File: src/rtl/i2c_slave_phy.sv
// Bit-level I2C slave front end: START/STOP detection, address match, ACK generation,
// write-byte deserialization and read-byte serialization with an open-drain SDA enable.
module i2c_slave_phy #(
  parameter logic [6:0] SLAVE_ADDR  = 7'h50,
  parameter int         SYNC_STAGES = 2
) (
  input  logic       clk_i,
  input  logic       rst_i,
  input  logic       scl_i,
  input  logic       sda_i,
  output logic       sda_oe_o,
  output logic [7:0] dat_o,
  output logic       dat_avail_o,
  output logic       dat_req_o,
  input  logic [7:0] dat_i,
  output logic       start_o,
  output logic       stop_o,
  output logic       busy_o
);

  typedef enum logic [2:0] {
    S_IDLE, S_ADDR, S_ADDR_ACK, S_RX, S_RX_ACK, S_TX, S_TX_ACK, S_WAIT_STOP
  } state_t;

  state_t state, state_nxt;

  logic [SYNC_STAGES-1:0] scl_sync, sda_sync;
  logic scl_hist, sda_hist, scl_s, sda_s;
  logic scl_rise, scl_fall, start_det, stop_det, last_bit;
  logic [3:0] bitcnt, bitcnt_nxt;
  logic [7:0] rx_sh, rx_nxt, tx_sh, tx_nxt, dat_nxt, rx_byte;
  logic rw, rw_nxt, sda_oe_nxt, avail_nxt, req_nxt, start_nxt, stop_nxt, busy_nxt;

  // Synchronizers reset to the idle-bus level so reset release never looks like an edge.
  always_ff @(posedge clk_i or posedge rst_i) begin
    if (rst_i) begin
      scl_sync <= '1;
      sda_sync <= '1;
      scl_hist <= 1'b1;
      sda_hist <= 1'b1;
    end else begin
      scl_sync <= {scl_sync[SYNC_STAGES-2:0], scl_i};
      sda_sync <= {sda_sync[SYNC_STAGES-2:0], sda_i};
      scl_hist <= scl_sync[SYNC_STAGES-1];
      sda_hist <= sda_sync[SYNC_STAGES-1];
    end
  end

  assign scl_s     = scl_sync[SYNC_STAGES-1];
  assign sda_s     = sda_sync[SYNC_STAGES-1];
  assign scl_rise  = scl_s & ~scl_hist;
  assign scl_fall  = ~scl_s & scl_hist;
  assign start_det = scl_s & scl_hist & sda_hist & ~sda_s;
  assign stop_det  = scl_s & scl_hist & ~sda_hist & sda_s;
  assign last_bit  = (bitcnt == 4'd7);
  assign rx_byte   = {rx_sh[6:0], sda_s};

  always_ff @(posedge clk_i or posedge rst_i) begin
    if (rst_i) state <= S_IDLE;
    else       state <= state_nxt;
  end

  always_comb begin
    state_nxt = state;
    if (start_det)     state_nxt = S_ADDR;
    else if (stop_det) state_nxt = S_IDLE;
    else begin
      case (state)
        S_ADDR:     if (scl_rise && last_bit)
                      state_nxt = (rx_byte[7:1] == SLAVE_ADDR) ? S_ADDR_ACK : S_WAIT_STOP;
        S_ADDR_ACK: if (scl_fall && sda_oe_o) state_nxt = rw ? S_TX : S_RX;
        S_RX:       if (scl_rise && last_bit) state_nxt = S_RX_ACK;
        S_RX_ACK:   if (scl_fall && sda_oe_o) state_nxt = S_RX;
        S_TX:       if (scl_fall && last_bit) state_nxt = S_TX_ACK;
        S_TX_ACK: begin
          if (scl_rise && sda_s) state_nxt = S_WAIT_STOP;
          else if (scl_fall)     state_nxt = S_TX;
        end
        default: state_nxt = state;
      endcase
    end
  end

  // The ACK states use sda_oe_o itself to tell "ACK not yet driven" from "ACK on the bus".
  always_comb begin
    sda_oe_nxt = sda_oe_o;
    dat_nxt    = dat_o;
    avail_nxt  = 1'b0;
    req_nxt    = 1'b0;
    start_nxt  = 1'b0;
    stop_nxt   = 1'b0;
    busy_nxt   = busy_o;
    bitcnt_nxt = bitcnt;
    rx_nxt     = rx_sh;
    tx_nxt     = tx_sh;
    rw_nxt     = rw;
    if (start_det) begin
      sda_oe_nxt = 1'b0;
      bitcnt_nxt = '0;
      rx_nxt     = '0;
      start_nxt  = 1'b1;
      busy_nxt   = 1'b1;
    end else if (stop_det) begin
      sda_oe_nxt = 1'b0;
      bitcnt_nxt = '0;
      stop_nxt   = 1'b1;
      busy_nxt   = 1'b0;
    end else begin
      case (state)
        S_ADDR: if (scl_rise) begin
          rx_nxt     = rx_byte;
          bitcnt_nxt = last_bit ? 4'd0 : bitcnt + 4'd1;
          if (last_bit) rw_nxt = sda_s;
        end
        S_ADDR_ACK: begin
          if (scl_rise && sda_oe_o && rw) req_nxt = 1'b1;
          if (scl_fall) begin
            if (!sda_oe_o) sda_oe_nxt = 1'b1;
            else begin
              bitcnt_nxt = '0;
              if (rw) begin
                tx_nxt     = dat_i;
                sda_oe_nxt = ~dat_i[7];
              end else sda_oe_nxt = 1'b0;
            end
          end
        end
        S_RX: if (scl_rise) begin
          rx_nxt     = rx_byte;
          bitcnt_nxt = last_bit ? 4'd0 : bitcnt + 4'd1;
          if (last_bit) begin
            dat_nxt   = rx_byte;
            avail_nxt = 1'b1;
          end
        end
        S_RX_ACK: if (scl_fall) begin
          sda_oe_nxt = ~sda_oe_o;
          bitcnt_nxt = '0;
        end
        S_TX: if (scl_fall) begin
          if (last_bit) begin
            sda_oe_nxt = 1'b0;
            bitcnt_nxt = '0;
          end else begin
            tx_nxt     = {tx_sh[6:0], 1'b0};
            sda_oe_nxt = ~tx_sh[6];
            bitcnt_nxt = bitcnt + 4'd1;
          end
        end
        S_TX_ACK: begin
          if (scl_rise && !sda_s) req_nxt = 1'b1;
          if (scl_fall) begin
            tx_nxt     = dat_i;
            sda_oe_nxt = ~dat_i[7];
            bitcnt_nxt = '0;
          end
        end
        default: sda_oe_nxt = 1'b0;
      endcase
    end
  end

  always_ff @(posedge clk_i or posedge rst_i) begin
    if (rst_i) begin
      sda_oe_o    <= 1'b0;
      dat_o       <= '0;
      dat_avail_o <= 1'b0;
      dat_req_o   <= 1'b0;
      start_o     <= 1'b0;
      stop_o      <= 1'b0;
      busy_o      <= 1'b0;
      bitcnt      <= '0;
      rx_sh       <= '0;
      tx_sh       <= '0;
      rw          <= 1'b0;
    end else begin
      sda_oe_o    <= sda_oe_nxt;
      dat_o       <= dat_nxt;
      dat_avail_o <= avail_nxt;
      dat_req_o   <= req_nxt;
      start_o     <= start_nxt;
      stop_o      <= stop_nxt;
      busy_o      <= busy_nxt;
      bitcnt      <= bitcnt_nxt;
      rx_sh       <= rx_nxt;
      tx_sh       <= tx_nxt;
      rw          <= rw_nxt;
    end
  end

endmodule

File: config.mk
export PLATFORM = sky130hd
export DESIGN_NAME = i2c_slave_phy
export DESIGN_NICKNAME = d
export VERILOG_FILES = /design/src/rtl/i2c_slave_phy.sv
export SDC_FILE = /design/constraint.sdc
export NUM_CORES = 1
export LEC_CHECK = 0
export ABC_AREA = 1
export BUFFER_PORTS_ARGS = -buffer_cell sky130_fd_sc_hd__clkbuf_2
export CORE_MARGIN = 8
export CORE_UTILIZATION = 60
export CTS_BUF_LIST = sky130_fd_sc_hd__clkbuf_2 sky130_fd_sc_hd__clkbuf_4 sky130_fd_sc_hd__clkbuf_8
export CTS_CLUSTER_SIZE = 10
export DETAILED_ROUTE_END_ITERATION = 10
export GPL_TIMING_DRIVEN = 0
export MAX_ROUTING_LAYER = met4
export PLACE_DENSITY = 0.82
export SLEW_MARGIN = 40
export SYNTH_ARGS = -nofsm -noshare
export SYNTH_HDL_FRONTEND = slang
export SYNTH_SLANG_ARGS = --single-unit
File: constraint.sdc
create_clock -name clk_i -period 1.7 [get_ports clk_i]
set_input_delay 0.255 -clock clk_i [delete_from_list [all_inputs] [get_ports clk_i]]
set_output_delay 0.255 -clock clk_i [all_outputs]
set_load 0.02 [all_outputs]
==> metrics.txt, run 1 <==
status=complete, no violations; Final Critical Period=between 1.5 and 2 ns; Worst EP required=1.95 ns; worst r2r path cells=9; Seq/Total Area, Yosys=49.6%; Crit Path Class=reg -> reg; CP Launch Type=flip-flop; Crit path buffers/inverters=2; FF+latch area=0.00106 mm^2; worst skew pair latency=0.36 ns; GRT Max-Usage Layer=met2; synth top area cells=dfrtp_1 42%, nand2_1 15%, dfstp_2 7.4%, nand3_1 6.8%, inv_1 4.4%; # H-tree levels=2; I/O Buffers=25; post-route ant nets=0; Worst Setup End Kind=flip-flop; Initial Util=63.0%; DRC violations left=0; root buf cell=clkbuf_4; # rows=21; via count of the routed design=about 1900; RePlAce Congestion=0.992; met2 Usage GRT=27.6%; Mapped Nets=278; leak pwr=1.29 nW; grt ovf=0; R2R setup slack=0.06 ns; Worst path most repeated cell=nand2_1; Detailed Routing Iterations Pass 1=4; Filler cells=260; crit path max fanout=9; CTS tree=done; most frequent cells in the layout=85 x nand2_1, 34 x dfrtp_1, 28 x nand3_1, 25 x clkbuf_2, 20 x inv_1; met1 usage=23.6%; critical path's top delay family=simple AND/OR/NAND/NOR gates; Core ar.=0.00339 mm^2; Cell Chain, Critical Path=nand2_2 -> nor3_4 -> inv_2 -> nand2_1 -> inv_2 -> nand2_1 -> nor2_2 -> nand2_1 -> nand2_1; Max IR drop VDD=about 0.0013 V; Yosys warnings=0; pin count of the biggest net entering global routing=43; initial antenna violation count=0; CTS Buf Count=5; Total Routing Usage GR=18.2%; Critical Path Max Stage Delay=0.62 ns; worst setup path start=scl_sync[1]; Slowest-stage cell, CP=dfstp_2; Worst-Margin Slew=0.503 ns; Die H=75.7 um; Die Span X=75.7 um; RSZ-0062 raised after global routing=yes; n_diodes=0; Reg2Reg Capture Point=bitcnt[1]; mapped cell area=between 0.002 and 0.0025 mm^2; synthesized instance count=263; area leader, netlist=dfrtp_1; Power Total=3.78 mW; HPWL after detailed placement=~3400 um; die area=0.00572 mm^2; multi-input logic area=985 um^2; Nets=319; Final Skew=0.0146 ns; Max-slew headroom=66.4%; Yosys top cell area share=a little over two fifths; WL final=between 4000 and 5000 um; CTS clock-pin slew for the worst setup and hold paths=between 0.1 and 0.15 ns; Cell variety after synth=29; CTS Sinks=42; Final Hold Fails=0; crit share post-route=96.6%; number of max-cap violations=0; routed len/inst=13.1 um; Hold Path End=tx_sh[0]; # setup viols final=0; share of layout cells above drive strength 1=27.9%; commonest non-fill, non-tap cell in the layout=nand2_1; clk buf depth=2; Peak Freq=609 MHz; Mapped Avg Cell Area=8.12 um^2; Seq cells post-synth=42; I/O pins=26; Starting DRT DRC Count=113; met3 usage=2.89%; type of the tightest min-delay check=in -> reg; Area Growth Syn to Fin=18.3%; total negative setup slack=0 ns; hold_sp=dat_i[0]; vias in the first global route=about 1700; worst hold path stage count=3; Worst R2R Start=scl_sync[1]; Pwr Density=1500 mW/mm^2; Via density=5.29; first-pass GRT wire length=7660 um; fin. max-slew vios=0; crit path DAT=1.89 ns
==> where the power goes <==
part           leakage [nW]  switching, mW  internal [mW]  total [mW]
clock                0.0419          0.323          0.326       0.649
sequential            0.540          0.184           1.22        1.41
combinational         0.712           1.13          0.594        1.73
==> what timing repair did <==
item                                    in CTS  in global routing
gates resized for setup                      4                 16
pin swaps                                    0                  7
endpoints found under the setup margin       7                 24
hold buffers                                 3                  0
buffers inserted                             1                  5
hold endpoints to repair                    38                  0
cloned                                       0                  0
==> metal layers <==
layer	wire, um	part of all wire [%]
met1	2050	44
met5	0	0
met4	87	1.9
met3	240	5.2
met2	2240	48
==> synthesized netlist by cell type <==
cell / n
or2_2: 1
o21ai_0: 5
nor3_4: 1
nand2_2: 2
or2_0: 1
o22ai_1: 6
inv_1: 25
dfrtp_1: 36
nand3_4: 1
nand3_2: 1
nor2_1: 17
o2111ai_1: 1
dfstp_2: 6
o21bai_1: 2
nor3_2: 1
a21oi_1: 6
nand2_4: 1
nand4_2: 1
o32ai_1: 1
nor2_4: 3
nor2_2: 4
ha_1: 3
inv_2: 5
nand3_1: 29
o22ai_2: 1
nor3_1: 3
buf_6: 2
o21ai_1: 11
nand2_1: 87
==> cells by family after synthesis <==
| logic type | Yosys count | share of synthesized area, % |
|---|---|---|
| and+or+nand+nor | 153 | 33.3 |
| DFF | 42 | 49.6 |
| AOI/OAI and AO/OA | 33 | 9.02 |
| buffers and inverters | 32 | 6.33 |
| adders and majority gates | 3 | 1.76 |
==> worst max-delay path by stage <==
stage                     cells past startpoint         to  slack (ns)
after floorplan                               8  bitcnt[1]        0.26
after global placement                        2   tx_sh[2]       0.002
after detailed placement                      9   dat_o[6]       -0.03
after CTS                                     8   dat_o[6]        0.01
after global routing                          8  bitcnt[3]       -0.05
final                                         9  bitcnt[1]        0.06
==> layout make-up <==
class	count	share of cell area, %
buffer	2	0.892
clock buffer	6	1.78
clock inverter	2	1.49
inverter	30	4.66
multi-input combinational	189	39.0
sequential	42	42.0
tap	46	2.28
timing repair buffer	34	7.92
==> state kept, by name, summed over array words and instances (netlist names), 2 cells and up <==
register	cells
rx_sh	7
sda_sync	2
state	3
bitcnt	4
dat_o	8
scl_sync	2
tx_sh	7
==> through the flow <==
stage	instances	hold WS (ns)	instance area, um^2	setup WS, ns	util (%)
CTS	346	0.118	2460	0.00953	72.5
global route	351	0.132	2530	-0.0454	74.5
detailed placement	334	0.321	2320	-0.0327	68.5
global placement	334	0.342	2320	0.00164	68.4
finish	351	0.121	2530	0.0582	74.5
floorplan	263	0.259	2140	0.261	-
==> worst register-to-register path: stages (launching register included) <==
cell,delay (ns)
dfstp_2,0.62
nand2_2,0.11
nor3_4,0.26
inv_2,0.09
nand2_1,0.10
inv_2,0.09
nand2_1,0.11
nor2_2,0.05
nand2_1,0.07
nand2_1,0.05
No activity file was read; power rests on OpenSTA's default activity.
==> inputs of run 2 (changes only) <==
Settings changed: CORE_MARGIN 8 to 4.
==> run 2 against run 1 <==
  * Register-to-register slack gained 0.05 ns
  * Combinational power grew 8%
  * Critical path depth decreased by 4
  * Non-clock buffer count is 2 higher
==> metrics.txt, run 2 (synthesized netlist as in run 1, its figures left out) <==
worst skew pair latency=0.35 ns (about the same); crit path max fanout=8 (-1); crit share post-route=93.8% (-2.8 points); Sw Share=43.4% (+0.11 points); Starting DRT DRC Count=141 (+25%); routed len/inst=13.4 um (+1.8%); Power Total=3.92 mW (+3.6%); CP Launch Type=flip-flop; CTS tree=done; Total Routing Usage GR=24.3% (+6.1 points); I/O Buffers=25 (unchanged); Area Growth Syn to Fin=20.6%; WHS=0.139 ns (+0.0175 ns); largest reg by FF count=dat_o; commonest non-fill, non-tap cell in the layout=nand2_1; cell area after layout=0.00258 mm^2 (+2.0%); cell internal pwr=2.22 mW (+3.4%); Core ar.=0.00339 mm^2 (unchanged); Final Critical Period=1.59 ns (-0.0473 ns); Comb pwr share=47.6% (+2.0 points); HPWL after detailed placement=3380 um (+0.90%); Area after DPL=0.00235 mm^2 (+1.1%); max reg flops=8 (unchanged); # setup viols final=0 (unchanged); Peak Freq=627 MHz (+3.0%); Worst-Margin Slew=0.458 ns (-0.0457 ns); WL final=4720 um (+2.4%); Final Skew=0.0182 ns (+0.00360 ns); Worst EP required=1.97 ns (+0.02 ns); Crit Path Class=reg -> reg; # H-tree levels=2 (unchanged); post-route ant nets=0 (unchanged); CTS Buf Count=5 (unchanged); Final Hold Fails=0 (unchanged); I/O pins=26 (unchanged); number of max-cap violations=0 (unchanged); leak pwr=1.31 nW (+1.4%); n_diodes=0 (unchanged); share of power burned in registers=36.1% (-1.1 points); total negative setup slack=0 ns (unchanged); CTS clock-pin slew for the worst setup and hold paths=0.13 ns (about the same); CTS Sinks=42 (unchanged); Worst Setup End Kind=flip-flop; die area=0.00458 mm^2 (-20%); RePlAce Congestion=0.937 (-5.5%); status=complete, no violations; Initial Util=63.0% (unchanged); Via density=5.31 (+0.34%); clk buf depth=2 (unchanged); clock power share=16.3% (-0.9 points); Detailed Routing Iterations Pass 1=4 (unchanged); # rows=21 (unchanged); switching pwr=1.70 mW (+3.8%); root buf cell=clkbuf_4; Die H=67.7 um (-11%); vias in the first global route=1723 (+3.2%); fin. max-slew vios=0 (unchanged); type of the tightest min-delay check=in -> reg; DRC violations left=0 (unchanged); Filler cells=274 (+5.4%); Nets=321 (+0.63%); share of layout cells above drive strength 1=30.3% (+2.4 points); biggest regs=dat_o x8, rx_sh x7, tx_sh x7; Max IR drop VDD=0.00110 V (-18%); Max-slew headroom=69.4% (+3.0 points); pin count of the biggest net entering global routing=23 (-47%); crit path DAT=1.87 ns (-0.02 ns); first-pass GRT wire length=7920 um (+3.4%); via count of the routed design=1874 (+0.92%); grt ovf=0 (unchanged); Pwr Density=1520 mW/mm^2 (+1.6%); initial antenna violation count=0 (unchanged); most frequent cells in the layout=82 x nand2_1, 33 x dfrtp_1, 27 x nand3_1, 25 x clkbuf_2, 20 x inv_1; Die Span X=67.7 um (-11%)
## run 2: cell type report
class                   count  area (um^2)  area share [%]
well taps                  46         57.6            2.23
clock buffers               6         45.0            1.75
plain buffers               2         22.5           0.874
repair buffers             36          235            9.13
inverters                  30          115            4.47
multi-input cells         189         1000            38.9
flip-flops and latches     42         1060            41.2
clock inverters             2         37.5            1.46
## run 2: path summary, 6_finish.rpt
kind                        startpoint     endpoint  slack [ns]  cells after the start
hold reg to reg            sda_sync[0]  sda_sync[1]        0.37                      0
setup / recovery              state[2]     rx_sh[0]        0.11                      5
setup reg to reg              state[2]     rx_sh[0]        0.11                      5
min in group asynchronous        rst_i      start_o        0.44                      3
hold / removal                dat_i[0]     tx_sh[0]        0.14                      3
max in group asynchronous        rst_i  sda_sync[1]        0.73                      4
## run 2: worst max-delay path, stage by stage (launching register included)
cell and delay, ns:
dfrtp_2 0.48, inv_2 0.09, ha_1 0.22, nand2_1 0.24
nand2_1 0.26, o21ai_0 0.24
## run 2: power groups by stage
stage / clock network (mW) / logic, mW / registers (mW)
after floorplan: 0 / 1.31 / 1.39
after global placement: 0 / 1.65 / 1.41
after detailed placement: 0 / 1.67 / 1.41
after CTS: 0.654 / 1.70 / 1.39
after global routing: 0.704 / 2.11 / 1.45
final: 0.638 / 1.87 / 1.41
## run 2: through the flow
step	utilization, %	std cells	setup WS (ns)
2_1_floorplan	-	263	0.261
3_3_place_gp	68.4	334	-0.0365
3_5_place_dp	69.2	335	-0.0175
4_1_cts	73.2	347	0.00760
5_1_grt	76.0	353	-0.00503
6_report	76.0	353	0.105
## run 2: timing repair
item | CTS | global route
endpoints found under the setup margin | 18 | 30
buffers inserted | 1 | 6
endpoints found under the hold margin | 19 | 0
resized for setup | 4 | 21
hold buffers | 3 | 0
pin swaps | 1 | 6
## run 2: routing by layer
layer | share of wire, % | vias up | GRT usage, %
li1 | - | 943 | -
met1 | 46 | 878 | 31.8
met2 | 47 | 45 | 38.6
met3 | 4.8 | 8 | 4.99
met4 | 1.5 | 0 | 6.08
met5 | 0 | - | -
==> inputs of run 3 (changes only) <==
Settings changed: ABC_AREA 1 to not set, CORE_MARGIN 4 to not set, CORE_UTILIZATION 60 to 49, PLACE_DENSITY 0.82 to 0.69.
==> run 3 against run 2 <==
  * The flow now finishes with violations (negative hold slack, negative setup slack)
  * Die area decreased by 4.6%
  * Critical path type unchanged
  * Cell count decreased by 19%
  * Total power is 11% higher
  * Critical endpoint is now bitcnt[2]
==> metrics.txt, run 3 <==
failing checks=negative hold slack, negative setup slack; fraction of registers with async set/reset=100% (unchanged); CP Launch Type=flip-flop; crit path DAT=2.02 ns (+0.15 ns); clk buf depth=2 (unchanged); status=finished, violations left; CTS Sinks=42 (unchanged); top-count cell post-synth=dfrtp_1; RSZ-0062 raised after global routing=yes; largest reg by FF count=dat_o; Cell variety after synth=39 (+34%); commonest non-fill, non-tap cell in the layout=dfrtp_1; synthesized instance count=189 (-28%); Crit Path Class=reg -> reg; Mapped Nets=204 (-27%); Die H=66.1 um (-2.3%); Synth top cells by count=36 x dfrtp_1, 17 x nand2_1, 13 x a21oi_1, 13 x o21ai_0, 10 x mux2_2; synth top area cells=dfrtp_1 45%, dfstp_2 7.8%, mux2_2 5.6%, mux2i_1 3.5%, a21oi_1 3.2%; Final Critical Period=1.87 ns (+0.275 ns); n_diodes=0 (unchanged); Initial Util=53.0% (-10 points); leak pwr=1.23 nW (-6.3%); Max-slew headroom=66.0% (-3.4 points); switching pwr=1.61 mW (-5.3%); fin. max-slew vios=0 (unchanged); Die Span X=66.1 um (-2.3%); share of layout cells above drive strength 1=40.6% (+10 points); Total Routing Usage GR=23.3% (-0.93 points); Area Growth Syn to Fin=28.8%; first-pass GRT wire length=7480 um (-5.6%); final worst setup slack=-0.170 ns (-0.275 ns); Starting DRT DRC Count=95 (-33%); Core ar.=0.00380 mm^2 (+12%); number of max-cap violations=0 (unchanged); WHS=-0.0136 ns (-0.152 ns); Seq cells post-synth=42 (unchanged); Yosys top cell area share=44.7% (+2.6 points); Yosys warnings=0 (unchanged); Sw Share=36.9% (-6.5 points); type of the tightest min-delay check=in -> async; Max IR drop VDD=0.000785 V (-29%); Seq/Total Area, Yosys=52.6% (+3.0 points); Pwr Density=1680 mW/mm^2 (+11%); dpl cells=262 (-22%); root buf cell=clkbuf_8; die area=0.00437 mm^2 (-4.6%); Nets=253 (-21%); share of power burned in registers=32.2% (-3.9 points); Worst Setup End Kind=flip-flop; pin count of the biggest net entering global routing=43 (+87%); CTS tree=done; area leader, netlist=dfrtp_1; Top FF cell, synth=dfrtp_1; initial antenna violation count=0 (unchanged); CTS clock-pin slew for the worst setup and hold paths=0.08 ns (-0.05 ns); via count of the routed design=1652 (-12%); I/O pins=26 (unchanged); Power Total=4.37 mW (+11%); Filler cells=302 (+10%); # rows=22 (+4.8%); # setup viols final=15 (+15); vias in the first global route=1577 (-8.5%); RePlAce Congestion=0.905 (-3.4%); pre-CTS setup slack=-0.433 ns (-0.416 ns); worst skew pair latency=0.29 ns (-0.06 ns); # H-tree levels=2 (unchanged); Worst EP required=1.85 ns (-0.12 ns); Worst-Margin Slew=0.509 ns (+0.0517 ns); Detailed Routing Iterations Pass 1=4 (unchanged); Layout Cells excl Fill=287 (-19%); I/O Buffers=25 (unchanged); routed len/inst=15.5 um (+16%); grt ovf=0 (unchanged); crit path max fanout=5 (-3); crit share post-route=110% (+16 points); cell internal pwr=2.76 mW (+24%); Peak Freq=535 MHz (-15%); max reg flops=8 (unchanged); DRC violations left=0 (unchanged); most frequent cells in the layout=36 x dfrtp_1, 25 x clkbuf_2, 17 x buf_4, 16 x nand2_1, 10 x a21oi_1; biggest regs=dat_o x8, rx_sh x7, tx_sh x7; Mapped Avg Cell Area=10.7 um^2 (+31%); WL final=4460 um (-5.7%); Final Skew=0.00544 ns (-0.0128 ns); clock power share=18.4% (+2.1 points); HPWL after detailed placement=2990 um (-12%); Final Hold Fails=21 (+21); CTS Buf Count=5 (unchanged); Via density=5.76 (+8.4%); mapped cell area=0.00201 mm^2 (-5.7%); Comb pwr share=49.4% (+1.8 points); EDFF count, synth=0 (unchanged); post-route ant nets=0 (unchanged)
[run 3: changes by cell type after synthesis, sizes merged, moves of 3 or more]
| cell | previous run | this run |
|---|---|---|
| mux2i | 0 | 7 |
| o21ai | 16 | 13 |
| a22o | 0 | 7 |
| nand2b | 0 | 6 |
| a21oi | 6 | 13 |
| mux2 | 0 | 10 |
| nand2 | 90 | 17 |
| nand3b | 0 | 4 |
| inv | 30 | 7 |
| clkbuf | 0 | 3 |
| o32a | 0 | 3 |
| nand3 | 31 | 7 |
| o22ai | 7 | 1 |
| nor2 | 24 | 8 |
[run 3: cell families (layout without fill, tap and decap cells)]
kind of cell | count (synthesis) | after routing | synth area share (%)
xor gates and xnor gates | 2 | 2 | 0.870
AOI/OAI and AO/OA | 50 | 50 | 16.3
buffers and inverters | 14 | 64 | 3.48
DFF | 42 | 42 | 52.6
adders and majority gates | 4 | 4 | 2.36
muxes | 17 | 17 | 9.07
and+or+nand+nor | 60 | 60 | 15.3
[run 3: final timing paths]
kind / startpoint / to / slack [ns] / cells past startpoint
min in group clk_i: sda_i / sda_sync[0] / 0.04 / 1
max in group asynchronous: rst_i / scl_hist / 1.34 / 2
worst min register to register: scl_sync[0] / scl_sync[1] / 0.36 / 0
worst min-delay path: rst_i / rx_sh[2] / -0.01 / 2
worst max register to register: scl_sync[1] / bitcnt[2] / -0.17 / 7
worst max-delay path: scl_sync[1] / bitcnt[2] / -0.17 / 7
[run 3: power by group through the flow]
| stage | clock network, mW | registers (mW) | logic [mW] |
|---|---|---|---|
| 2_1_floorplan | 0 | 1.39 | 1.28 |
| 3_3_place_gp | 0 | 1.41 | 1.55 |
| 3_5_place_dp | 0 | 1.43 | 1.60 |
| 4_1_cts | 0.814 | 1.41 | 2.09 |
| 5_1_grt | 0.844 | 1.44 | 2.37 |
| 6_report | 0.802 | 1.41 | 2.16 |
[run 3: per-stage QoR]
step           setup TNS (ns)  util (%)  hold WS, ns  cell area [um^2]
3_3_place_gp            -4.05      58.9        0.344              2240
3_5_place_dp            -6.11      59.0        0.319              2240
6_report                -1.74      68.2      -0.0136              2590
2_1_floorplan          -0.226         -        0.259              2050
5_1_grt                 -3.26      68.2       0.0329              2590
4_1_cts                -0.988      67.7      0.00333              2570
[run 3: final cells by class]
cell class,instances,area [um^2],share of cell area [%]
plain buffers,7,81.3,3.14
clock buffers,7,83.8,3.23
clock inverters,1,30.0,1.16
inverters,7,28.8,1.11
multi-input cells,133,997,38.5
flip-flops and latches,42,1060,40.8
well taps,48,60.1,2.32
repair buffers,42,253,9.75
[run 3: repair_timing]
action | CTS | global route
resized for setup | 27 | 8
pin swaps | 9 | 3
endpoints found under the setup margin | 31 | 31
hold buffers | 0 | 0
buffers inserted | 16 | 1
[run 3: critical path, stage by stage (launching register included)]
cell and delay [ns]:
dfstp_2 0.58, and3b_2 0.23, buf_4 0.13, buf_4 0.12, or3_4 0.38, and2_4 0.16, nand4_1 0.07, a21oi_1 0.07
[run 3: routing by layer]
metal | global-route usage (%) | wire length [um]
met5 | - | 0
met1 | 30.6 | 2020
met2 | 37.8 | 2250
met3 | 3.79 | 147
met4 | 6.38 | 42
